[src/rtl/key_gate.sv]
// Key-checking access gate: IDLE -> CHECK -> GRANT/LOCKOUT with a session timer and a failed-attempt lockout.
// Optional KEY_GATE_STICKY_LOCK_EN: once entered, LOCKOUT is left only by reset.
module key_gate #(
  parameter logic [15:0] KEY_VALUE      = 16'h0032,
  parameter int unsigned MAX_FAILS      = 3,
  parameter int unsigned SESSION_CYCLES = 256,
  parameter int unsigned LOCKOUT_CYCLES = 1024
) (
  input  logic        clk,
  input  logic        rst_n,
  input  logic        key_valid,
  output logic        key_ready,
  input  logic [15:0] key_in,
  input  logic        key_target,
  input  logic        end_session,
  output logic [15:0] key_access_mem,
  output logic [15:0] key_access_reg,
  output logic        session_active,
  output logic        locked,
  output logic [3:0]  fail_count
);

  localparam int unsigned SES_W  = $clog2(SESSION_CYCLES + 1);
  localparam logic [3:0]  FAIL_MAX = 4'(MAX_FAILS);

  typedef enum logic [1:0] {IDLE, CHECK, GRANT, LOCKOUT} state_e;

  state_e             state_q;
  logic [15:0]        key_q;
  logic               target_q;
  logic [SES_W-1:0]   ses_cnt_q;
  logic [15:0]        acc_mem_q;
  logic [15:0]        acc_reg_q;
  logic               session_q;
  logic               locked_q;
  logic [3:0]         fail_q;
  logic [3:0]         fail_d;

`ifndef KEY_GATE_STICKY_LOCK_EN
  localparam int unsigned LOCK_W = $clog2(LOCKOUT_CYCLES + 1);
  logic [LOCK_W-1:0]  lock_cnt_q;
`endif

  assign key_ready      = (state_q == IDLE);
  assign key_access_mem = acc_mem_q;
  assign key_access_reg = acc_reg_q;
  assign session_active = session_q;
  assign locked         = locked_q;
  assign fail_count     = fail_q;

  // Saturating increment so the count can never pass MAX_FAILS.
  always_comb begin
    fail_d = fail_q;
    if (fail_q < FAIL_MAX) fail_d = fail_q + 4'd1;
  end

  always_ff @(posedge clk or negedge rst_n) begin
    if (!rst_n) begin
      state_q    <= IDLE;
      key_q      <= '0;
      target_q   <= 1'b0;
      ses_cnt_q  <= '0;
      acc_mem_q  <= '0;
      acc_reg_q  <= '0;
      session_q  <= 1'b0;
      locked_q   <= 1'b0;
      fail_q     <= '0;
`ifndef KEY_GATE_STICKY_LOCK_EN
      lock_cnt_q <= '0;
`endif
    end else begin
      case (state_q)
        IDLE: begin
          if (key_valid) begin
            state_q  <= CHECK;
            key_q    <= key_in;
            target_q <= key_target;
          end
        end
        CHECK: begin
          if (key_q == KEY_VALUE) begin
            state_q   <= GRANT;
            fail_q    <= '0;
            ses_cnt_q <= SES_W'(SESSION_CYCLES - 1);
            session_q <= 1'b1;
            acc_mem_q <= target_q ? 16'h0000 : KEY_VALUE;
            acc_reg_q <= target_q ? KEY_VALUE : 16'h0000;
          end else begin
            fail_q <= fail_d;
            if (fail_d == FAIL_MAX) begin
              state_q    <= LOCKOUT;
              locked_q   <= 1'b1;
`ifndef KEY_GATE_STICKY_LOCK_EN
              lock_cnt_q <= LOCK_W'(LOCKOUT_CYCLES - 1);
`endif
            end else begin
              state_q <= IDLE;
            end
          end
        end
        GRANT: begin
          if (ses_cnt_q == '0 || end_session) begin
            state_q   <= IDLE;
            session_q <= 1'b0;
            acc_mem_q <= '0;
            acc_reg_q <= '0;
          end else begin
            ses_cnt_q <= ses_cnt_q - 1'b1;
          end
        end
        LOCKOUT: begin
`ifdef KEY_GATE_STICKY_LOCK_EN
          state_q <= LOCKOUT;
`else
          if (lock_cnt_q == '0) begin
            state_q  <= IDLE;
            locked_q <= 1'b0;
            fail_q   <= '0;
          end else begin
            lock_cnt_q <= lock_cnt_q - 1'b1;
          end
`endif
        end
        default: state_q <= IDLE;
      endcase
    end
  end

endmodule
[config.mk]
export PLATFORM = sky130hd
export DESIGN_NAME = key_gate
export DESIGN_NICKNAME = d
export VERILOG_FILES = /design/src/rtl/key_gate.sv
export SDC_FILE = /design/constraint.sdc
export NUM_CORES = 1
export LEC_CHECK = 0
export BUFFER_PORTS_ARGS = -buffer_cell sky130_fd_sc_hd__buf_4
export CELL_PAD_IN_SITES_DETAIL_PLACEMENT = 0
export CELL_PAD_IN_SITES_GLOBAL_PLACEMENT = 1
export CORE_UTILIZATION = 41
export DETAILED_ROUTE_END_ITERATION = 7
export PLACE_DENSITY_LB_ADDON = 0.25
export SYNTH_ARGS = -nofsm -noshare
export SYNTH_HDL_FRONTEND = slang
export SYNTH_SLANG_ARGS = --single-unit
[constraint.sdc]
create_clock -name clk -period 3.22 [get_ports clk]
set_input_delay 0.322 -clock clk [delete_from_list [all_inputs] [get_ports clk]]
set_output_delay 0.322 -clock clk [all_outputs]
set_load 0.01 [all_outputs]
==> summary.md, run 1 <==
After detailed routing, the number of vias per cell comes to 5.05. The worst slew margin relative to its limit is 0.500. During synthesis, Yosys emitted a total of 0 warnings. The maximum cell stage delay along the critical path is 0.63 ns. The number of hold violations in the final report is 0. The first-pass GRT wire length was 7.82 mm; the combinational cell fraction of total power was 0.349. The iteration count of the initial detailed-routing pass came out at 4. For the peak clock frequency supported by timing, the log shows 0.402 GHz. The class of the tightest hold or removal check was in2async. The tools report the total via count in the routed design as 1789. The power density over cell area works out to 750 nW/um^2. The fraction of final layout cells sized beyond drive strength 1 is 0.244.

TritonCTS built the clock tree. In the detailed route, the total length drawn on met2 is 2.10 mm. Buffers inserted during clock tree synthesis total 5. The initial antenna violation count was 0; the port buffer count was 33.

The run gives 0 as the number of diodes. The post-synthesis instance total was 249. sky130_fd_sc_hd__dfrtp_1 takes more of the synthesized area than any other cell. The analysis attributes to net switching a power of 769 uW. Counting flops and latches in the post-synthesis netlist gives 47. The met1 layer wirelength in the final routing was 2.21 mm.

The maximum count of clock buffers along a single path is 2, and the clock network power share is 0.163. The logs give 3.28 mm for the post-detailed-placement half-perimeter wirelength and 2540 um^2 for the synthesized cell area. The count of buffer and inverter cells on the critical path came out at 1.

Total negative slack: 0 ns. The flow ran to the end, and the final reports show no timing, DRC or antenna violations. The kind of cell adding the most delay to the critical path is compound AO/OA/AOI/OAI gates. The clock period could shrink to 2.49 ns. The largest net degree at the start of global routing was 48; the number of routed nets with antenna violations was 0. Setup repair after global routing left no endpoint under its margin. The core area was 5960 um^2.

The highest layer touched by signal routing is met4. The worst-path cell with the longest stage delay is sky130_fd_sc_hd__or4b_2. Clock tree synthesis found a total of 47 sinks. By area the synthesized netlist is led by sky130_fd_sc_hd__dfrtp_1, sky130_fd_sc_hd__buf_4, sky130_fd_sc_hd__mux2_2, sky130_fd_sc_hd__nor2_1, sky130_fd_sc_hd__mux2i_1. The post-synthesis cell type count came out at 52. The number of fillers in the final layout was 576; the clock-pin slew on the worst setup and hold paths was 0.08 ns.

The final layout contains routed wiring with a total length of 4.59 mm. The area used by sequential logic in the layout is 1180 um^2, and the number of enable flip-flop cells after synthesis is 0. The setup slack after placement was 0.759 ns. The period utilization was 0.772; the H-tree depth reported by CTS was 2. The tools report the overall die area as 6510 um^2. STA classifies the critical path endpoint as a register. The number of gates resized after CTS was 0. The register with the most flip-flops in the final layout is key_q. The tools report the number of ports placed on the die boundary as 60. The post-CTS setup-driven buffer insertion count was 0. The cell sitting at the root of the clock tree is a sky130_fd_sc_hd__clkbuf_8. The number of hold-repair buffers added at the cts stage is 0, and the count of unresolved DRC violations after routing is 0.

In the synthesized netlist the dominant register cell turns out to be sky130_fd_sc_hd__dfrtp_1. The number of flip-flops in the largest register was 16; the maximum resistive drop on vdd was 0.312 mV. The net switching fraction of the power was 0.365; the area used by multi-input combinational logic was 1160 um^2. The detailed route wirelength on metal3 was 228 um. The residual overflow from global routing was 0; the part of the Yosys area used for sequential elements was 0.464.

The global-route usage over all layers was 0.156; the data arrival time of the critical path was 2.68 ns. In this run the horizontal extent of the chip is 80.7 um. The average wire per cell in the routed design came out at 13.0 um. The starting density of the core is 0.426, and the share of async-settable or async-resettable flops after synthesis is 1.00. The tool flagged a number of max-cap violations equal to 0.

Height of the die: 80.7 um. STA classifies the critical path startpoint as a register. The worst-path maximum fanout is 8. Setup violations remaining at the end of the flow were counted as 0. The internal power of the cells was 1.34 mW. The critical path is of the reg2reg type. For the pin with the worst max-slew slack, the measured transition is 0.750 ns. The final net count was 303; the minimum setup slack in the final design was 0.733 ns. Max-slew violation count: 0.

The clock network latency to the later pin of the worst-skew pair came out at 0.30 ns. Once placement completed, the tool counted placed cells totaling 346. From synthesis to final layout, the design area changed by 10.6%. For this design the static power due to leakage is 1.21 nW.

Data on the critical path is required at its endpoint by 3.41 ns. For the power share of the sequential group, the log shows 0.488. The run gives 1656 as the via count of the first global-routing pass.

The detailed router finished its first iteration with 124 violations. Average instance area after synthesis: 10.2 um^2. The critical path goes through inv_1 -> ha_1 -> or4b_2 -> o31ai_1 -> o21ai_1 -> a31o_2 -> a21o_1.

The finished layout holds 354 standard cells, fillers aside. The largest registers in the layout are key_q (16), lock_cnt_q (11), ses_cnt_q (9). Maximum clock skew at final layout: 0.00547 ns. The share of the synthesized area in the top cell type was 0.464. The floorplan has 28 rows. The tools report the routability congestion estimate as 0.758.
==> area by class of cell <==
cell class / count / area share
multi-input cells: 181 / 0.413
clock buffers: 6 / 0.0259
well taps: 75 / 0.0335
flip-flops and latches: 47 / 0.419
repair buffers: 35 / 0.0937
inverters: 8 / 0.0107
clock inverters: 2 / 0.00446
==> cell families (layout without fill, tap and decap cells) <==
group	after synthesis	in the layout	share of synthesized area
AND/OR/NAND/NOR	84	84	0.182
flip-flops	47	47	0.464
buffers and inverters	46	51	0.117
AO/OA/AOI/OAI	42	42	0.109
multiplexers	24	24	0.103
adder cells (fa/ha/maj)	4	4	0.0197
other	1	26	0.00148
XOR/XNOR	1	1	0.00345
==> cells in the final DEF (no fill, tap or decap), drive strengths merged, types with 6 or more instances in the layout <==
cell | synthesis | layout
a21oi | 8 | 8
buf | 34 | 35
clkbuf | 4 | 6
conb | 1 | 26
dfrtp | 47 | 47
inv | 8 | 8
mux2 | 17 | 17
mux2i | 7 | 7
nand2 | 9 | 9
nor2 | 24 | 24
nor3 | 11 | 11
o21ai | 11 | 11
==> worst register-to-register path, stage by stage (launching register included) <==
cell and delay, ns:
sky130_fd_sc_hd__dfrtp_1 0.44, sky130_fd_sc_hd__inv_1 0.10, sky130_fd_sc_hd__ha_1 0.14, sky130_fd_sc_hd__or4b_2 0.63, sky130_fd_sc_hd__o31ai_1 0.35, sky130_fd_sc_hd__o21ai_1 0.28, sky130_fd_sc_hd__a31o_2 0.30, sky130_fd_sc_hd__a21o_1 0.15
==> final timing paths <==
path / end / startpoint / slack (ns) / cells after the start
worst max-delay path: lock_cnt_q[8]$_DFFE_PN0P_ / lock_cnt_q[0]$_DFFE_PN0P_ / 0.73 / 7
worst min-delay path: ses_cnt_q[7]$_DFFE_PN0P_ / rst_n / 0.02 / 1
worst max register to register: lock_cnt_q[8]$_DFFE_PN0P_ / lock_cnt_q[0]$_DFFE_PN0P_ / 0.73 / 7
worst min register to register: ses_cnt_q[0]$_DFFE_PN0P_ / ses_cnt_q[0]$_DFFE_PN0P_ / 0.47 / 1
max in group asynchronous: key_q[8]$_DFFE_PN0P_ / rst_n / 2.81 / 1
min in group clk: key_q[12]$_DFFE_PN0P_ / key_in[12] / 0.25 / 2
==> per-stage QoR <==
stage	power (mW)	area (um^2)	utilization	hold slack, ns
floorplan	1.58	2630	-	0.0264
global route	2.29	2810	0.471	0.0594
detailed placement	1.77	2720	0.457	0.370
CTS	2.13	2810	0.471	0.0403
global placement	1.76	2720	0.457	0.373
finish	2.10	2810	0.471	0.0189
==> synthesized netlist by cell type (5+ instances only) <==
| cell type | n |
|---|---|
| sky130_fd_sc_hd__o21ai_0 | 9 |
| sky130_fd_sc_hd__buf_4 | 31 |
| sky130_fd_sc_hd__mux2i_1 | 7 |
| sky130_fd_sc_hd__nor2_1 | 24 |
| sky130_fd_sc_hd__nand4_1 | 5 |
| sky130_fd_sc_hd__nor3_1 | 11 |
| sky130_fd_sc_hd__nand2_1 | 9 |
| sky130_fd_sc_hd__a21oi_1 | 8 |
| sky130_fd_sc_hd__inv_1 | 8 |
| sky130_fd_sc_hd__mux2_2 | 17 |
| sky130_fd_sc_hd__nor4_1 | 5 |
| sky130_fd_sc_hd__dfrtp_1 | 47 |
==> power groups by stage <==
stage / sequential [mW] / combinational, mW / clock [mW]
after floorplan: 0.972 / 0.603 / 0
after global placement: 1.03 / 0.728 / 0
after detailed placement: 1.04 / 0.739 / 0
after CTS: 1.02 / 0.744 / 0.360
after global routing: 1.07 / 0.831 / 0.383
final: 1.03 / 0.735 / 0.344
==> routing by layer <==
layer / GRT usage / vias up
met3: 0.0386 / 4
met2: 0.242 / 52
met1: 0.212 / 845
met5: 0 / -
met4: 0.0518 / 0
li1: - / 888
No activity file was read; power rests on OpenSTA's default activity.
==> run 2, diff against run 1 <==
CORE_UTILIZATION = 37   (was 41)
clock period = 2.1 ns   (was 3.22 ns; I/O delays follow)
==> run 2 against run 1 <==
  * Power up 82%
  * Critical path depth down 2
  * Utilization is 1.1 points higher
  * Sequential share of layout area fell by 4.3 points
  * Sequential power rose by 46%
  * Non-clock buffer count grew 23
  * Largest cell class is now multi-input combinational cells
  * Critical path type unchanged
  * Sequential cell count unchanged
  * Cell count is 7.1% higher
  * First-iteration DRC count down 67%
  * The run now ends with DRC left
  * Register-to-register slack got worse by 0.68 ns
==> summary.md, run 2 (synthesized netlist as in run 1, its figures left out) <==
The tools report the clock network latency to the later pin of the worst-skew pair as 0.30 ns (about the same). For the count of final setup violators, the log shows 0 (unchanged). Setup repair after global routing could not meet its margin everywhere. The core area was 6490 um^2 (+9.1%); the power density over cell area was 1230 nW/um^2 (+63%).

The run gives 1250 um^2 (+8.1%) as the area used by multi-input combinational logic. The final standard cell area without fillers is 3130 um^2 (+12%). The largest individual stage delay along the critical path comes from the cell sky130_fd_sc_hd__or4_4. The final critical-path required period was 2.05 ns (-0.440 ns); the final wirelength was 4.93 mm (+7.4%). The run gives 29 (+3.6%) as the row count.

The tools report the count of unresolved DRC violations after routing as 4 (+4). The maximum cell stage delay along the critical path was 0.54 ns (-0.09 ns). The kind of critical path was reg2reg.

Walking the worst path, the cells encountered are or4_4 -> or4_4 -> and2_4 -> o21bai_4 -> a22o_1. Residual overflow from global routing: 0 (unchanged). The run finished, with violations left. Root buffer cell: sky130_fd_sc_hd__clkbuf_8. The number of max-cap violations is 0 (unchanged).

The path class of the tightest hold or removal check is in2reg. For the worst slew margin relative to its limit, the log shows 0.605 (+0.106). The worst-path maximum fanout works out to 6 (-2). The logs give 3.57 mm (+8.6%) for the post-detailed-placement half-perimeter wirelength and 8.35 mm (+6.7%) for the first-pass GRT wire length.

The port buffer count is 33 (unchanged). The logs give 2 (unchanged) for the maximum count of clock buffers along a single path and 2.30 ns (-1.11 ns) for the critical path data required time. The number of placed cells counting well taps was 366 (+5.8%); the average wire per cell in the routed design was 13.0 um (+0.32%). The logs give 0.133 ns (+0.115 ns) for the final hold slack and 600 (+4.2%) for the number of fillers in the final layout. The maximum resistive drop on vdd is 0.522 mV (+67%), and the starting DRC count in detailed routing is 41 (-67%). STA classifies the critical path startpoint as a register.

The largest registers in the layout are key_q (16), lock_cnt_q (11), ses_cnt_q (9). The number of flip-flops in the largest register is 16 (unchanged), and the global-route usage over all layers is 0.146 (-0.0108). The tools report the number of hold violations in the final report as 0 (unchanged).

TritonCTS built the clock tree. The fraction of final layout cells sized beyond drive strength 1 is 0.358 (+0.114). The tools report the final non-filler cell total as 379 (+7.1%).

The tools report the H-tree depth reported by CTS as 2 (unchanged). The number of buffers inserted during clock tree synthesis is 5 (unchanged), and the maximum clock skew at final layout is 0.00504 ns (-0.000431 ns). The height of the die is 84.8 um (+5.1%), and the via count of the first global-routing pass is 1749 (+5.6%).

For the routability congestion estimate, the log shows 0.779 (+2.8%). The TritonCTS sink count is 47 (unchanged). The starting density of the core came out at 0.391 (-0.0354). The tools report the initial antenna violation count as 0 (unchanged).

The number of ports placed on the die boundary is 60 (unchanged), and the number of diodes is 0 (unchanged). The cell that appears most often on the critical path is sky130_fd_sc_hd__or4_4. The number of routed nets with antenna violations was 0 (unchanged); the period utilization was 0.974 (+0.202). The logs give 2.24 ns (-0.44 ns) for the data arrival time of the critical path and 1180 um^2 (unchanged) for the area used by sequential logic in the layout. The tools report the peak clock frequency supported by timing as 0.489 GHz (+22%).

Total via count in the routed design: 1914 (+7.0%). The minimum setup slack in the final design was 0.0536 ns (-0.680 ns); the die boundary width was 84.8 um (+5.1%). The clock-pin slew on the worst setup and hold paths is 0.09 ns (about the same), and the utilization after layout is 0.482 (+0.0106). The iteration count of the initial detailed-routing pass is 7 (+3), and the largest net degree at the start of global routing is 48 (unchanged).

The overall die area was 7190 um^2 (+11%); the final net count was 326 (+7.6%). The run gives 0 (unchanged) as the max-slew violation count. The number of vias per cell after detailed routing was 5.05 (about the same); the total negative slack was 0 ns (unchanged).

The static power due to leakage came out at 1.35 nW (+12%). The largest register by flop count is key_q. Relative to the synthesized area, the layout overhead comes to 23.3%.

The tools report the setup slack after placement as -0.0248 ns (-0.784 ns). Total power draw: 3.83 mW (+82%). For the placed instance area, the log shows 2890 um^2 (+6.3%). Endpoint class of the critical path: a register. The leading cell type in the layout, fill and taps excluded was sky130_fd_sc_hd__buf_4. The checks that failed: DRC. The transition time at the pin with the least slew margin came out at 0.592 ns (-0.158 ns). Leaving out fill and tap cells, the most frequent cells in the layout are sky130_fd_sc_hd__buf_4, sky130_fd_sc_hd__dfrtp_1, sky130_fd_sc_hd__conb_1.
run 2: what timing repair did:
action	4_1_cts	5_1_grt
hold buffers	1	0
endpoints found under the setup margin	6	19
gates resized for setup	3	11
pin swaps	0	3
buffers inserted	0	4
hold endpoints to repair	47	0
run 2: final cells by class:
cell class / instances / share of cell area
Timing Repair Buffer: 58 / 0.140
Clock inverter: 3 / 0.0216
Clock buffer: 5 / 0.0220
Multi-Input combinational cell: 181 / 0.400
Inverter: 8 / 0.00960
Tap cell: 77 / 0.0308
Sequential cell: 47 / 0.376
run 2: layer usage:
layer  routed length [um]  share of wire  vias to the layer above  global-route usage
met5                    0              0                        -                   0
met4                   39         0.0079                        0              0.0478
met3                  207          0.042                        5              0.0263
met2                 2320           0.47                       58               0.235
met1                 2370           0.48                      903               0.200
li1                     -              -                      948                   -
run 2: worst max-delay path, delay by kind of cell (launching register included):
kind	cells	cell delay, ns
compound gates	2	0.38
simple gates	3	1.16
flops	1	0.42
run 2: worst paths after layout:
path	endpoint	start	cells past startpoint	slack, ns
worst max-delay path	key_access_reg[4]$_DFFE_PN0P_	ses_cnt_q[4]$_DFFE_PN0P_	5	0.05
worst min-delay path	key_q[14]$_DFFE_PN0P_	key_in[14]	2	0.13
worst max register to register	key_access_reg[4]$_DFFE_PN0P_	ses_cnt_q[4]$_DFFE_PN0P_	5	0.05
worst min register to register	ses_cnt_q[0]$_DFFE_PN0P_	ses_cnt_q[0]$_DFFE_PN0P_	1	0.49
max in group asynchronous	lock_cnt_q[6]$_DFFE_PN0P_	rst_n	2	1.25
min in group asynchronous	ses_cnt_q[3]$_DFFE_PN0P_	rst_n	2	0.46
run 2: report_power, final:
group / total, mW / switching [mW] / internal, mW
registers: 1.50 / 0.246 / 1.25
clock network: 0.791 / 0.317 / 0.475
logic: 1.54 / 0.742 / 0.800
